### config.mk
export PLATFORM = sky130hd
export DESIGN_NAME = waveform_infer_ctrl_flat
export DESIGN_NICKNAME = d
export VERILOG_FILES = /design/src/rtl/waveform_infer_ctrl_if.sv /design/src/rtl/waveform_infer_ctrl.sv /design/src/flat_wrapper.sv
export SDC_FILE = /design/constraint.sdc
export NUM_CORES = 2
export LEC_CHECK = 0
export BUFFER_PORTS_ARGS = -buffer_cell sky130_fd_sc_hd__buf_2
export CAP_MARGIN = 20
export CORE_AREA = 2 2 758 760
export CTS_CLUSTER_SIZE = 20
export DETAILED_ROUTE_END_ITERATION = 12
export DIE_AREA = 0 0 760 762
export PLACE_DENSITY = 0.32
export SYNTH_ARGS = -nofsm -noshare
export SYNTH_HDL_FRONTEND = slang
export SYNTH_SLANG_ARGS = --single-unit
### constraint.sdc
create_clock -name ap_clk -period 11.5 [get_ports ap_clk]
set_clock_uncertainty 0.15 [all_clocks]
set_input_delay 0.575 -clock ap_clk [delete_from_list [all_inputs] [get_ports ap_clk]]
set_output_delay 0.575 -clock ap_clk [all_outputs]
set_load 0.1 [all_outputs]
### src/rtl/waveform_infer_ctrl_if.sv
// Bus bundle between the waveform sequencer and its surroundings: sample stream in,
// hls4ml core handshake (ap_ctrl_hs + ap_vld) and the result valid/ready channel.
interface waveform_infer_ctrl_if #(
    parameter int N_SAMPLES = 100,
    parameter int SAMPLE_W  = 18,
    parameter int RESULT_W  = 24
);
    logic [SAMPLE_W-1:0]           s_sample_data;
    logic                          s_sample_valid;
    logic                          s_sample_ready;

    logic                          core_ap_start;
    logic                          core_ap_ready;
    logic                          core_ap_done;
    logic                          core_ap_idle;
    logic [N_SAMPLES*SAMPLE_W-1:0] core_input_1;
    logic                          core_input_1_ap_vld;
    logic [RESULT_W-1:0]           core_out_0;
    logic                          core_out_0_ap_vld;
    logic [RESULT_W-1:0]           core_out_1;
    logic                          core_out_1_ap_vld;

    logic [RESULT_W-1:0]           m_mean;
    logic [RESULT_W-1:0]           m_sigma;
    logic                          m_partial;
    logic                          m_valid;
    logic                          m_ready;

    // Sequencer side: it sequences the core and owns the result channel.
    modport master (
        input  s_sample_data, s_sample_valid,
        output s_sample_ready,
        output core_ap_start, core_input_1, core_input_1_ap_vld,
        input  core_ap_ready, core_ap_done, core_ap_idle,
        input  core_out_0, core_out_0_ap_vld, core_out_1, core_out_1_ap_vld,
        output m_mean, m_sigma, m_partial, m_valid,
        input  m_ready
    );

    modport slave (
        output s_sample_data, s_sample_valid,
        input  s_sample_ready,
        input  core_ap_start, core_input_1, core_input_1_ap_vld,
        output core_ap_ready, core_ap_done, core_ap_idle,
        output core_out_0, core_out_0_ap_vld, core_out_1, core_out_1_ap_vld,
        input  m_mean, m_sigma, m_partial, m_valid,
        output m_ready
    );
endinterface

### src/rtl/waveform_infer_ctrl.sv
// Frame sequencer for the hls4ml waveform core: packs N_SAMPLES ADC samples, launches
// the core, collects mean/sigma with a launch timeout and hands results downstream.
module waveform_infer_ctrl #(
    parameter int N_SAMPLES      = 100,
    parameter int SAMPLE_W       = 18,
    parameter int RESULT_W       = 24,
    parameter int TIMEOUT_CYCLES = 4096,
    parameter int CNT_W          = 16
) (
    input  logic                   ap_clk,
    input  logic                   ap_rst,
    waveform_infer_ctrl_if.master  bus,
    output logic                   busy,
    output logic                   timeout_err,
    input  logic                   err_clr,
    output logic [CNT_W-1:0]       frame_count
);
    localparam int IDX_W = $clog2(N_SAMPLES);
    localparam int TMR_W = $clog2(TIMEOUT_CYCLES);

    typedef enum logic [1:0] {
        ST_FILL   = 2'd0,
        ST_LAUNCH = 2'd1,
        ST_WAIT   = 2'd2,
        ST_OUT    = 2'd3
    } state_t;

    state_t                        state_q;
    logic [IDX_W-1:0]              idx_q;
    logic [N_SAMPLES*SAMPLE_W-1:0] frame_q;
    logic [TMR_W-1:0]              timer_q;
    logic                          ready_q;
    logic                          start_q;
    logic                          busy_q;
    logic [RESULT_W-1:0]           mean_q;
    logic [RESULT_W-1:0]           sigma_q;
    logic                          seen0_q;
    logic                          seen1_q;
    logic                          partial_q;
    logic                          valid_q;
    logic                          tmo_err_q;
    logic [CNT_W-1:0]              frame_cnt_q;

    logic accept_s;
    logic active_s;
    logic done_s;
    logic expire_s;
    logic unused_idle_s;

    assign unused_idle_s = bus.core_ap_idle;

    // Per-cycle events: sample acceptance, core completion and launch timeout expiry.
    always_comb begin
        accept_s = 1'b0;
        active_s = 1'b0;
        done_s   = 1'b0;
        expire_s = 1'b0;
        if (state_q == ST_FILL) begin
            accept_s = ready_q & bus.s_sample_valid;
        end else begin
            active_s = (state_q == ST_LAUNCH) || (state_q == ST_WAIT);
        end
        if (active_s) begin
            done_s   = bus.core_ap_done;
            expire_s = ~bus.core_ap_done && (timer_q == TMR_W'(TIMEOUT_CYCLES - 1));
        end else begin
            done_s   = 1'b0;
            expire_s = 1'b0;
        end
    end

    // Sequencer FSM with all outputs registered; done beats a coincident timeout.
    always_ff @(posedge ap_clk) begin
        if (ap_rst) begin
            state_q     <= ST_FILL;
            idx_q       <= '0;
            frame_q     <= '0;
            timer_q     <= '0;
            ready_q     <= 1'b0;
            start_q     <= 1'b0;
            busy_q      <= 1'b0;
            mean_q      <= '0;
            sigma_q     <= '0;
            seen0_q     <= 1'b0;
            seen1_q     <= 1'b0;
            partial_q   <= 1'b0;
            valid_q     <= 1'b0;
            tmo_err_q   <= 1'b0;
            frame_cnt_q <= '0;
        end else begin
            if (expire_s) begin
                tmo_err_q <= 1'b1;
            end else if (err_clr) begin
                tmo_err_q <= 1'b0;
            end

            case (state_q)
                ST_FILL: begin
                    ready_q <= 1'b1;
                    if (accept_s) begin
                        frame_q[idx_q*SAMPLE_W +: SAMPLE_W] <= bus.s_sample_data;
                        if (idx_q == IDX_W'(N_SAMPLES - 1)) begin
                            idx_q   <= '0;
                            state_q <= ST_LAUNCH;
                            ready_q <= 1'b0;
                            start_q <= 1'b1;
                            busy_q  <= 1'b1;
                            timer_q <= '0;
                        end else begin
                            idx_q <= idx_q + IDX_W'(1);
                        end
                    end
                end
                ST_LAUNCH, ST_WAIT: begin
                    timer_q <= timer_q + TMR_W'(1);
                    if (bus.core_out_0_ap_vld) begin
                        mean_q  <= bus.core_out_0;
                        seen0_q <= 1'b1;
                    end
                    if (bus.core_out_1_ap_vld) begin
                        sigma_q <= bus.core_out_1;
                        seen1_q <= 1'b1;
                    end
                    if (done_s) begin
                        state_q   <= ST_OUT;
                        start_q   <= 1'b0;
                        valid_q   <= 1'b1;
                        partial_q <= ~(seen0_q | bus.core_out_0_ap_vld) |
                                     ~(seen1_q | bus.core_out_1_ap_vld);
                    end else if (expire_s) begin
                        // Abandon the frame: anything latched so far must not leak into the next one.
                        state_q <= ST_FILL;
                        start_q <= 1'b0;
                        ready_q <= 1'b1;
                        busy_q  <= 1'b0;
                        mean_q  <= '0;
                        sigma_q <= '0;
                        seen0_q <= 1'b0;
                        seen1_q <= 1'b0;
                    end else if ((state_q == ST_LAUNCH) && bus.core_ap_ready) begin
                        start_q <= 1'b0;
                        state_q <= ST_WAIT;
                    end
                end
                ST_OUT: begin
                    if (bus.m_ready) begin
                        frame_cnt_q <= frame_cnt_q + CNT_W'(1);
                        state_q     <= ST_FILL;
                        ready_q     <= 1'b1;
                        busy_q      <= 1'b0;
                        valid_q     <= 1'b0;
                        partial_q   <= 1'b0;
                        mean_q      <= '0;
                        sigma_q     <= '0;
                        seen0_q     <= 1'b0;
                        seen1_q     <= 1'b0;
                    end
                end
                default: begin
                    state_q <= ST_FILL;
                end
            endcase
        end
    end

    // Start/vld are masked by reset so an in-flight launch is withdrawn immediately.
    assign bus.core_ap_start       = start_q & ~ap_rst;
    assign bus.core_input_1_ap_vld = start_q & ~ap_rst;
    assign bus.core_input_1        = frame_q;
    assign bus.s_sample_ready      = ready_q;
    assign bus.m_mean              = mean_q;
    assign bus.m_sigma             = sigma_q;
    assign bus.m_partial           = partial_q;
    assign bus.m_valid             = valid_q;
    assign busy                    = busy_q;
    assign timeout_err             = tmo_err_q;
    assign frame_count             = frame_cnt_q;
endmodule

### src/flat_wrapper.sv
// flat-port wrapper written by rule: the top's interface ports become plain ports
module waveform_infer_ctrl_flat 
#(
    parameter int N_SAMPLES      = 100,
    parameter int SAMPLE_W       = 18,
    parameter int RESULT_W       = 24,
    parameter int TIMEOUT_CYCLES = 4096,
    parameter int CNT_W          = 16
)
  (ap_clk, ap_rst, busy, timeout_err, err_clr, frame_count, bus_s_sample_data, bus_s_sample_valid, bus_s_sample_ready, bus_core_ap_start, bus_core_input_1, bus_core_input_1_ap_vld, bus_core_ap_ready, bus_core_ap_done, bus_core_ap_idle, bus_core_out_0, bus_core_out_0_ap_vld, bus_core_out_1, bus_core_out_1_ap_vld, bus_m_mean, bus_m_sigma, bus_m_partial, bus_m_valid, bus_m_ready);
  waveform_infer_ctrl_if #(.N_SAMPLES(N_SAMPLES), .SAMPLE_W(SAMPLE_W), .RESULT_W(RESULT_W)) bus_i ();
  input  logic ap_clk;
  input  logic ap_rst;
  output logic busy;
  output logic timeout_err;
  input  logic err_clr;
  output logic [CNT_W-1:0] frame_count;
  input wire logic [$bits(bus_i.s_sample_data)-1:0] bus_s_sample_data;
  input wire logic [$bits(bus_i.s_sample_valid)-1:0] bus_s_sample_valid;
  output wire logic [$bits(bus_i.s_sample_ready)-1:0] bus_s_sample_ready;
  output wire logic [$bits(bus_i.core_ap_start)-1:0] bus_core_ap_start;
  output wire logic [$bits(bus_i.core_input_1)-1:0] bus_core_input_1;
  output wire logic [$bits(bus_i.core_input_1_ap_vld)-1:0] bus_core_input_1_ap_vld;
  input wire logic [$bits(bus_i.core_ap_ready)-1:0] bus_core_ap_ready;
  input wire logic [$bits(bus_i.core_ap_done)-1:0] bus_core_ap_done;
  input wire logic [$bits(bus_i.core_ap_idle)-1:0] bus_core_ap_idle;
  input wire logic [$bits(bus_i.core_out_0)-1:0] bus_core_out_0;
  input wire logic [$bits(bus_i.core_out_0_ap_vld)-1:0] bus_core_out_0_ap_vld;
  input wire logic [$bits(bus_i.core_out_1)-1:0] bus_core_out_1;
  input wire logic [$bits(bus_i.core_out_1_ap_vld)-1:0] bus_core_out_1_ap_vld;
  output wire logic [$bits(bus_i.m_mean)-1:0] bus_m_mean;
  output wire logic [$bits(bus_i.m_sigma)-1:0] bus_m_sigma;
  output wire logic [$bits(bus_i.m_partial)-1:0] bus_m_partial;
  output wire logic [$bits(bus_i.m_valid)-1:0] bus_m_valid;
  input wire logic [$bits(bus_i.m_ready)-1:0] bus_m_ready;
  assign bus_i.s_sample_data = bus_s_sample_data;
  assign bus_i.s_sample_valid = bus_s_sample_valid;
  assign bus_s_sample_ready = bus_i.s_sample_ready;
  assign bus_core_ap_start = bus_i.core_ap_start;
  assign bus_core_input_1 = bus_i.core_input_1;
  assign bus_core_input_1_ap_vld = bus_i.core_input_1_ap_vld;
  assign bus_i.core_ap_ready = bus_core_ap_ready;
  assign bus_i.core_ap_done = bus_core_ap_done;
  assign bus_i.core_ap_idle = bus_core_ap_idle;
  assign bus_i.core_out_0 = bus_core_out_0;
  assign bus_i.core_out_0_ap_vld = bus_core_out_0_ap_vld;
  assign bus_i.core_out_1 = bus_core_out_1;
  assign bus_i.core_out_1_ap_vld = bus_core_out_1_ap_vld;
  assign bus_m_mean = bus_i.m_mean;
  assign bus_m_sigma = bus_i.m_sigma;
  assign bus_m_partial = bus_i.m_partial;
  assign bus_m_valid = bus_i.m_valid;
  assign bus_i.m_ready = bus_m_ready;
  waveform_infer_ctrl #(.N_SAMPLES(N_SAMPLES), .SAMPLE_W(SAMPLE_W), .RESULT_W(RESULT_W), .TIMEOUT_CYCLES(TIMEOUT_CYCLES), .CNT_W(CNT_W)) u_core (.ap_clk(ap_clk), .ap_rst(ap_rst), .bus(bus_i), .busy(busy), .timeout_err(timeout_err), .err_clr(err_clr), .frame_count(frame_count));
endmodule
Word level (Yosys, flattened, before mapping) --
Index checks and enable logic that the tools add are counted.
Storage, ports and cells: register bits 1893, output and inout port bits 1871, logic and storage cells 115
Operators by class: $add $sub $neg 4, $mul 1, eq/ne operators 12, shift-type cells 2, muxes and demuxes 55, bitwise logic cells 9, reductions and logical operators 17
Operators with widths (count):
- $bwmux 1800 | 1
- $shift 18x34->1800 const A | 1
- $shiftx 18x34->1800 | 1
- $mux 24 | 7
- $pmux 24 s2 | 2
- $neg 12->34 | 1
- $mux 1 | 27
- $mux 12 | 2
- $pmux 12 s2 | 1
- $add 16x1->16 const B | 1
- $add 12x1->12 const B | 1
- $eq 12x12->1 const B | 1
- $mux 2 | 6
- $mul 7x4->11 const B | 1
- $pmux 1 s2 | 5
- $reduce_and 3->1 | 3
- $reduce_and 4->1 | 2
- $add 7x1->7 const B | 1
- $eq 7x7->1 const B | 1
- $mux 7 | 1
- $ne 2x1->1 const B | 3
- $ne 2x2->1 const B | 3
- $pmux 1 s3 | 2
- $pmux 2 s3 | 1
- other kinds (13) | 25

Longest topological paths before layout --
depth after elaboration 7, gate-level depth with buffers 21

Worst setup path after synthesis --
No wires, ideal clock.
kind reg2reg, start register u_core.idx_q[1], end register u_core.frame_q[940], in the netlist u_core.bus.core_input_1[940], library setup time 0.125 ns, data arrival time 4.615 ns, required time 11.225 ns, setup slack 6.610 ns, stages on the path, launching flop included 20, clock period less this slack 4.890 ns, cell sequence dfxtp_1 ha_1 ha_1 inv_1 fa_1 nand2b_1 a21oi_1 xnor2_1 buf_6 nand3_1 nor2_1 ha_1 and2_1 buf_1 nand3_2 a2111oi_2 buf_2 nand2_1 nand3_1 o21ai_0
Between the ends: word-level cells in the longest chain between the ends 4, elaborated cells between the ends (all ways) 5, those cells by class add/sub: 1; mul: 1; shift: 2; mux: 1
Ends and longest elaborated chain:
- from (decl) | line waveform_infer_ctrl.sv:29 | logic [IDX_W-1:0] idx_q;
- from (signal assigned) | line waveform_infer_ctrl.sv:110 | idx_q <= idx_q + IDX_W'(1);
- $mul 7x4->11 (*) | line waveform_infer_ctrl.sv:101 | frame_q[idx_q*SAMPLE_W +: SAMPLE_W] <= bus.s_sample_data;
- $neg 12->34 (*) | line waveform_infer_ctrl.sv:101
- $shiftx 18x34->1800 or $shift 18x34->1800 (tied branches) | line waveform_infer_ctrl.sv:101
- $bwmux 1800 (*) | line waveform_infer_ctrl.sv:101
- to (signal, indexed assignment) | line waveform_infer_ctrl.sv:101
- to (decl) | line waveform_infer_ctrl.sv:30 | logic [N_SAMPLES*SAMPLE_W-1:0] frame_q;
Every way passes the cells marked *; elsewhere a longest branch is shown, timed or not. A chain may end at the register's enable or synchronous reset.

Final worst setup path --
start register u_core.idx_q[1], end register u_core.frame_q[1540], in the netlist u_core.bus.core_input_1[1540]
Same word-level chain as after synthesis.

==> results by group <==
Run status
  – Status: complete, no violations

STA
  – Setup TNS: 0 ps
  – Min Tclk post-route: 8430 ps
  – Setup-failing EPs final: 0
  – Top achievable clock speed: 0.119 GHz
  – Slew HR: 0.157
  – Period utilisation layout: 0.733
  – Final hold viol count: 0
  – Worst slew pin tran: 1250 ps
  – RSZ-0062 raised after global routing: false
  – Fin. max-slew vios: 0

Final layout
  – Final Cell Area: 107000 um2
  – Finished Core Util: 0.187
  – Area Growth Syn to Fin: 40.4%
  – Layout Nets: 11200
  – Register Area: 37900 um2
  – Area of the multi-input gates: 37000 um2
  – Layout cells sized above 1: 0.270
  – # fillers: 64500

Die
  – Die X: 760 um
  – I/O pin count: 1947
  – Core Box Area: 571000 um2
  – Initial Util: 0.133
  – DIE AREA: 579000 um2
  – Die height: 762 um
  – FP Rows: 278

GRT
  – Number of global-route vias before repair: 76700
  – GRT Residual Overflow: 0
  – First-pass GRT wire length: 865000 um
  – Initial antenna violation count: 115
  – Largest net degree at the start of global routing: 179
  – Total GRT Usage: 0.227

Synthesis
  – Synth Warn #: 0
  – Mapped cell area: 76100 um2
  – Commonest cells post-synth: 1893 x dfxtp_1, 1354 x nor2_1, 1291 x nand2_1
  – Synth cell types: 101
  – Yosys top cell by area: dfxtp_1
  – Gate count of the mapped netlist: 9113
  – Post-synth EDFFs: 0
  – Ys async rst share: 0
  – Sequential area share after synthesis: 0.498
  – Syn avg cell area: 8.35 um2
  – Seq cells post-synth: 1893
  – Yosys top cell area share: 0.498
  – Mapped Nets: 9208
  – Top FF cell, synth: dfxtp_1
  – Most frequent cell after synthesis: dfxtp_1
  – Top cells by area, synth: dfxtp_1 50%, nor2_1 6.7%, nand2_1 6.4%, mux2i_1 6.3%, a211oi_1 4.7%

Drt
  – DR vias: 80300
  – Initial DRC Count: 6714
  – Avg Vias per Cell: 4.26
  – WL met3: 53100 um
  – DR DRC count: 0
  – Wire per inst: 36.4 um
  – Met2 routed WL: 320000 um
  – Top Metal Used: met5
  – ANT nets after route: 0
  – DRT Wirelength: 688000 um
  – DRT Pass-1 Iters: 5
  – WL met1: 291000 um

Pwr
  – Logic gate share of total power: 0.105
  – Net Sw Power: 5210 uW
  – Sequential share of power: 0.385
  – Max VDD drop: 0.111 mV
  – Clock share of power: 0.510
  – Leak: 0.0406 uW
  – Power density cells: 160 nW/um2
  – Switch share: 0.305
  – Internal power: 11800 uW

Critical path
  – Req. time, crit path: 12110 ps
  – Crit Path Category: register to register
  – Crit path launch type: register
  – Worst EP arrival: 9040 ps
  – CP max FO: 23
  – Worst setup EP type: register

Placement
  – Port-buffer cells: 1945
  – Post-DP HPWL: 527000 um
  – Post-place instance area: 97100 um2
  – Gp weighted congestion: 0.867

CTS
  – Clock Pin Slew Worst Setup and Hold Paths: 60 ps
  – Inserted Clock Buffers: 267
  – H-tree depth: 5
  – Clk_lat worst skew: 950 ps
  – CTS tree: yes
  – Clock sink total: 1893
  – Longest Clk Path Bufs: 4
  – Root Driver: clkbuf_16

Min path
  – Hold Crit Class: primary input to register

Flow run
  – Max cap viols: 0
## what timing repair did
item / in CTS / in global routing
gates resized for setup: 0 / 0
hold buffers: 62 / 0
setup buffers: 0 / 0
endpoints found under the hold margin: 118 / 0
## critical path: stages (launching register included)
cell and delay [ps]:
dfxtp_1 780, ha_1 250, ha_1 230, inv_1 90, fa_1 520, nand2b_1 190
a21oi_1 500, xnor2_2 170, buf_4 350, nand3_1 340, nor2_1 200, ha_1 210
nand2_2 560, nor3_1 1050, o22ai_4 520, buf_4 420, nor2_2 860, a32oi_1 560
mux2i_1 230
## stage by stage
stage / cells / hold WS [ps] / total power [uW] / worst slack, ps
after floorplan: 9113 / 299 / 7320 / 6610
after global placement: 18300 / 286 / 8520 / 3280
after detailed placement: 18300 / 293 / 8520 / 3240
after CTS: 18800 / 7.34 / 17300 / 3160
after global routing: 18800 / 78.7 / 17500 / 2690
final: 18900 / 130 / 17000 / 3070
## final cells by class
type,instances,share of cell area
Sequential cell,1893,0.355
Tap cell,7560,0.0886
Clock buffer,395,0.0726
Antenna cell,52,0.00122
Timing Repair Buffer,2380,0.125
Inverter,33,0.00123
Multi-Input combinational cell,6491,0.346
Clock inverter,73,0.0104
## state kept, by name, indices dropped and copies added, names as in the netlist
name and cells:
u_core.idx_q 7, u_core.seen1_q 1, u_core.start_q 1, u_core.state_q 2, u_core.frame_count 16, u_core.bus.m_sigma 24, u_core.seen0_q 1, u_core.bus.m_partial 1
u_core.bus.core_input_1 1800, u_core.timer_q 12, u_core.bus.s_sample_ready 1, u_core.bus.m_valid 1, u_core.timeout_err 1, u_core.bus.m_mean 24, u_core.busy 1
## cells by family (layout without fill, tap and decap cells)
kind of cell    after synthesis  after routing  share of synthesized area
buf+inv                     729           2881                     0.0375
simple gates               3721           3721                      0.208
compound gates             2208           2208                      0.181
fa+ha+maj                    19             19                    0.00322
flops                      1893           1893                      0.498
other cells                   0             52                          0
mux                         499            499                     0.0668
xor+xnor                     44             44                    0.00553
## power by group through the flow
| stage | logic [uW] | registers, uW | clock network [uW] |
|---|---|---|---|
| after floorplan | 592 | 6730 | 0 |
| after global placement | 1800 | 6710 | 0 |
| after detailed placement | 1810 | 6710 | 0 |
| after CTS | 1820 | 6570 | 8940 |
| after global routing | 1830 | 6560 | 9150 |
| final | 1790 | 6570 | 8690 |
## routing by layer
layer | up-vias | track usage
li1 | 36100 | -
met4 | 28 | 0.0692
met1 | 40000 | 0.281
met2 | 3463 | 0.378
met3 | 646 | 0.0661
met5 | - | 0
## cell usage in the layout, fill, tap and decap left out, types with 34 or more instances in the layout
| cell type | instances |
|---|---|
| a21oi_1 | 590 |
| and3_1 | 34 |
| diode_2 | 52 |
| a211oi_1 | 480 |
| clkbuf_8 | 53 |
| o22ai_1 | 55 |
| nor2_1 | 1307 |
| clkbuf_1 | 72 |
| o21ai_0 | 672 |
| nand2_1 | 1267 |
| clkbuf_16 | 270 |
| a311oi_1 | 60 |
| dlygate4sd3_1 | 62 |
| nand4_1 | 57 |
| dfxtp_1 | 1892 |
| nand3_1 | 489 |
| buf_4 | 355 |
| mux2i_1 | 482 |
| nor3_1 | 287 |
| buf_2 | 1946 |
| or3_1 | 43 |
## final timing paths
path	end	depth (start not counted)	slack [ps]	startpoint
setup reg to reg	u_core.bus.core_input_1[1540]	18	3070	u_core.idx_q[1]
hold reg to reg	u_core.bus.m_sigma[17]	2	300	u_core.bus.m_sigma[17]
setup / recovery	u_core.bus.core_input_1[1540]	18	3070	u_core.idx_q[1]
hold / removal	u_core.bus.core_input_1[11]	5	130	bus_s_sample_data[15]
No activity file was read; power rests on OpenSTA's default activity.
